==> src/rtl/control_unit.sv <==
// Multi-cycle J17 sequencer: FETCH/DECODE/EXEC/[MEM]/WB, 4 cycles per instruction (5 for LD/ST).
// Fetch stalls one cycle per cycle of imem_ready low; HALT is absorbing until reset.
module control_unit #(
   parameter int IMEM_AW = 10
) (
   input  logic               clock,
   input  logic               reset_n,
   input  logic [31:0]        pc_in,
   input  logic               imem_ready,
   input  logic [31:0]        imem_data,
   output logic               imem_req,
   output logic [IMEM_AW-1:0] imem_addr,
   output logic [5:0]         opcode,
   output logic [3:0]         alucode,
   output logic [4:0]         op1,
   output logic [15:0]        op2,
   output logic               imControl,
   output logic               regenable,
   output logic               ramenable,
   output logic               memwrite,
   output logic [1:0]         writecode,
   output logic [1:0]         pcControl,
   output logic               busy,
   output logic               halted,
   output logic               illegal,
   output logic [31:0]        instret
);

   localparam logic [2:0] S_FETCH  = 3'd0;
   localparam logic [2:0] S_DECODE = 3'd1;
   localparam logic [2:0] S_EXEC   = 3'd2;
   localparam logic [2:0] S_MEM    = 3'd3;
   localparam logic [2:0] S_WB     = 3'd4;
   localparam logic [2:0] S_HALT   = 3'd5;

   logic [2:0]  r_state;
   logic [2:0]  w_next;
   logic [31:0] r_ir;
   logic [31:0] r_instret;

   logic [5:0]  w_opc;
   logic        w_is_nop, w_is_alur, w_is_alui, w_is_li, w_is_ld, w_is_st;
   logic        w_is_beq, w_is_halt, w_is_legal, w_writes_reg;
   logic        w_unused;

   assign w_opc        = r_ir[31:26];
   assign w_is_nop     = (w_opc == 6'h00);
   assign w_is_alur    = (w_opc >= 6'h01) && (w_opc <= 6'h0B);
   assign w_is_alui    = (w_opc >= 6'h11) && (w_opc <= 6'h1B);
   assign w_is_li      = (w_opc == 6'h20);
   assign w_is_ld      = (w_opc == 6'h21);
   assign w_is_st      = (w_opc == 6'h22);
   assign w_is_beq     = (w_opc == 6'h30);
   assign w_is_halt    = (w_opc == 6'h3F);
   assign w_is_legal   = w_is_nop | w_is_alur | w_is_alui | w_is_li | w_is_ld |
                         w_is_st | w_is_beq | w_is_halt;
   assign w_writes_reg = w_is_alur | w_is_alui | w_is_li | w_is_ld;

   // Only the low address bits reach instruction memory.
   assign w_unused = ^pc_in[31:IMEM_AW];

   always_comb begin
      w_next = r_state;
      case (r_state)
         S_FETCH:  if (imem_ready) w_next = S_DECODE;
         S_DECODE: w_next = w_is_halt ? S_HALT : S_EXEC;
         S_EXEC:   w_next = (w_is_ld | w_is_st) ? S_MEM : S_WB;
         S_MEM:    w_next = S_WB;
         S_WB:     w_next = S_FETCH;
         S_HALT:   w_next = S_HALT;
         default:  w_next = S_FETCH;
      endcase
   end

   always_ff @(posedge clock or negedge reset_n) begin
      if (!reset_n) begin
         r_state   <= S_FETCH;
         r_ir      <= 32'd0;
         r_instret <= 32'd0;
      end else begin
         r_state <= w_next;
         if (r_state == S_FETCH && imem_ready)
            r_ir <= imem_data;
         if (r_state == S_WB)
            r_instret <= r_instret + 32'd1;
      end
   end

   // Field outputs are a pure decode of IR, so they hold from DECODE through WB.
   assign opcode    = w_opc;
   assign op1       = r_ir[25:21];
   assign imControl = w_is_alui | w_is_li | w_is_ld | w_is_st;
   assign op2       = imControl ? r_ir[15:0] : {11'b0, r_ir[20:16]};
   assign alucode   = (w_is_alur | w_is_alui) ? w_opc[3:0] : 4'd0;
   assign writecode = w_is_li ? 2'd1 : (w_is_ld ? 2'd2 : 2'd0);

   assign imem_req  = (r_state == S_FETCH) && reset_n;
   assign imem_addr = pc_in[IMEM_AW-1:0];
   assign regenable = (r_state == S_WB) && w_writes_reg;
   assign ramenable = (r_state == S_MEM);
   assign memwrite  = (r_state == S_MEM) && w_is_st;
   assign pcControl = (r_state == S_WB) ? (w_is_beq ? 2'd1 : 2'd0) : 2'd3;
   assign illegal   = (r_state == S_DECODE) && !w_is_legal;
   assign halted    = (r_state == S_HALT);
   assign busy      = (r_state != S_HALT);
   assign instret   = r_instret;

endmodule

==> config.mk <==
export PLATFORM = sky130hd
export DESIGN_NAME = control_unit
export DESIGN_NICKNAME = d
export VERILOG_FILES = /design/src/rtl/control_unit.sv
export SDC_FILE = /design/constraint.sdc
export NUM_CORES = 1
export LEC_CHECK = 0
export CAP_MARGIN = 20
export CORE_MARGIN = 2
export CORE_UTILIZATION = 47
export CTS_BUF_LIST = sky130_fd_sc_hd__clkbuf_8
export CTS_CLUSTER_DIAMETER = 100
export CTS_CLUSTER_SIZE = 40
export DETAILED_ROUTE_END_ITERATION = 12
export GPL_TIMING_DRIVEN = 0
export PLACE_DENSITY = 0.94
export SYNTH_ARGS = -nofsm -noshare
export SYNTH_HDL_FRONTEND = slang
export SYNTH_SLANG_ARGS = --single-unit
==> constraint.sdc <==
create_clock -name clock -period 3.15 [get_ports clock]
set_clock_uncertainty 0.15 [all_clocks]
set_input_delay 0.63 -clock clock [delete_from_list [all_inputs] [get_ports clock]]
set_output_delay 0.63 -clock clock [all_outputs]
set_load 0.02 [all_outputs]
==> impl_metrics.toml <==
[synthesis]
yosysWarnings = 0
synth_nets = 367
synth.top_cells.by_area = "dfrtp_1 49%, mux2_2 12%, buf_4 4.8%, xor2_1 4.3%, xnor2_1 3.8%"
synthXorXnorAreaFrac_pct = 8.17
synthFlopType = "dfrtp_1"
avgSynthCellArea_um2 = 11.5
synth_top_family_by_area = "simple AND/OR/NAND/NOR gates"
synth_top_area_share_pct = 48.9
synth_compound_area_share_pct = 2.26
synth_edf_count = 0
muxShareOfSynthArea_pct = 12.1
async_flop_share_pct = 100
synthSimpleGateAreaFrac_pct = 20.6
ys_ff_latch = 67
synth_area_mm2 = 0.00343
synthDistinctLibCells = 43
synth_adder_area_share_pct = 0.365
yosysSeqAreaShare_pct = 48.9
yosysTopAreaCell = "dfrtp_1"
synthCells = 299

[timing]
slew_headroom_pct = 44.5
setup_viol = 0
max_clock_freq_mhz = 328
tightest_slew_ns = 0.833
finalCriticalPeriod_ns = 3.05
whs_ns = 0.238
finalSetupTns_ns = 0
timing.final.crit_share_pct = 96.8
hold_viol_final = 0
setup_ws_ns = 0.100
grt_setup_unrepaired = "false"
drv_slew = 0

[power_and_ir_drop]
p_comb_share_pct = 50.6
seq_power_share_pct = 32.0
p_sw_w = 0.00156
internal_power_w = 0.00259
switching_share_pct = 37.6
clock_power_share_pct = 17.4
pwr_density_cell_mw_per_mm2 = 839
leakage_nw = 2.30
ir_drop_v = 0.000649

[worst_setup_path]
worstSetupEndpointType = "output port"
crit_path_start = "r_ir[28]"
arrival_ns = 2.27
crit_type = "flop to output port"
r2r-start = "r_state[0]"
reg2reg_slack_ns = 1.08
path_max_fanout = 10
endpoint = "writecode[1]"
cp-start-kind = "flop"
worstRegToRegCells = 6
required_ns = 2.37
r2r_end = "r_ir[13]"

[final_layout]
postLayoutCellArea_mm2 = 0.00495
diodes = 0
final_core_util_pct = 68.9
area_delta_synth_final_pct = 44.2
final_common_cell = "clkdlybuf4s50_1"
final_cell_mix = "98 x clkdlybuf4s50_1, 67 x dfrtp_1, 37 x mux2_2, 24 x buf_4, 19 x nand2_1"
layout-drive-gt1-share_pct = 23.0
finalNetCount = 498

[status]
outcome = "finished, final reports clean"

[routing]
vias = 2676
antenna_left = 0
drtIter0Drc = 125
detail_route.vias_per_cell = 5.01
dr.pass1.iters = 4
avgRoutedWirePerCell_um = 14.4
drc = 0
routed_wl_mm = 7.71

[floorplanning]
fp.coreArea_mm2 = 0.00718
die-area_mm2 = 0.00800
start_util_pct = 47.8
pin_count = 152
row_count = 31
die_h_um = 89.4
die_w_um = 89.4

[clock_tree]
cts_sinks = 67
htreeDepth = 3
ctsHoldBuffers = 0
cts_root_buf = "clkbuf_8"
cts.path.max_buffers = 2
clock_latency_ns = 0.34
cts_buffers = 9
cts.reportedPaths.clkPinSlew_ns = 0.08
tritoncts = "built"

[global_route]
antenna_found_initial = 0
grt_pass1_vias = 2709
grt_pass1_wl_mm = 12.4
grt_max_degree = 69
overflow = 0
track_usage_pct = 20.3

[placement]
gp_congestion = 0.834
placed_cell_area_mm2 = 0.00474
dp_slack_ns = -0.102
io_buffers = 119
dp_hpwl_mm = 5.76

[job]
drv_cap = 0

[min_path]
hp-class = "input pin to async pin"
==> worst min-delay path by stage <==
stage / end / slack, ns / cells past startpoint
2_1_floorplan: instret[0] / 0.18 / 0
6_report: r_ir[26] / 0.24 / 1
5_1_grt: r_ir[26] / 0.31 / 1
3_5_place_dp: instret[31] / 0.31 / 1
4_1_cts: r_ir[28] / 0.27 / 1
3_3_place_gp: instret[31] / 0.32 / 1
==> final cells by class <==
cell class,count,area (um2)
Fill cell,569,2230
Sequential cell,67,1680
Multi-Input combinational cell,189,1510
Timing Repair Buffer,120,1170
Buffer,33,224
Clock buffer,10,138
Tap cell,99,124
Clock inverter,6,65.1
Inverter,10,37.5
==> timing repair <==
action,4_1_cts,5_1_grt
buffers inserted,1,0
setup endpoints to repair,19,7
pin swaps,1,1
gates resized for setup,21,4
==> power groups by stage <==
stage	Combinational [W]	Sequential, W	Clock (W)
after floorplan	0.00135	0.00132	0
final	0.00210	0.00133	0.000721
after global routing	0.00227	0.00137	0.000785
after global placement	0.00214	0.00132	0
after CTS	0.00213	0.00133	0.000740
after detailed placement	0.00220	0.00134	0
==> stage by stage <==
step / std cells / total power [W]
after floorplan: 299 / 0.00267
after global placement: 517 / 0.00346
after detailed placement: 517 / 0.00354
after CTS: 534 / 0.00420
after global routing: 534 / 0.00442
final: 534 / 0.00415
==> cell usage after synthesis, drive strengths merged (2+ instances only) <==
library cell,instances
nand2,19
nor2b,12
xnor2,15
nand2b,4
a21oi,2
and2,6
and3,6
o21ai,3
and4bb,2
dfrtp,67
nand3,9
and4,7
mux2,37
nand4,7
buf,30
nor3b,4
xor2,17
clkbuf,3
inv,10
nor2,10
nor4,6
nor3,9
==> cell families after synthesis <==
| group | count (synthesis) |
|---|---|
| XOR/XNOR | 32 |
| AND/OR/NAND/NOR | 108 |
| multiplexers | 37 |
| flip-flops | 67 |
| AO/OA/AOI/OAI | 11 |
| buffers and inverters | 43 |
| adder cells (fa/ha/maj) | 1 |
==> critical path, stage by stage, from the launching register on <==
cell and delay (ns):
dfrtp_1 0.40, buf_6 0.14, or4b_4 0.54, nor3b_1 0.21
clkdlybuf4s50_1 0.63
==> metal layers <==
metal / share of wire, % / track usage [%] / vias to the layer above
met5: 0 / 0 / -
met2: 52 / 34.8 / 100
met3: 7.3 / 7.29 / 10
li1: - / - / 1270
met1: 40 / 23.6 / 1296
met4: 1.3 / 6.92 / 0
==> registers in the layout, summed over array words and instances (netlist names) <==
signal	count
instret	32
r_ir	32
r_state	3
Power figures use the tool's default switching activity.
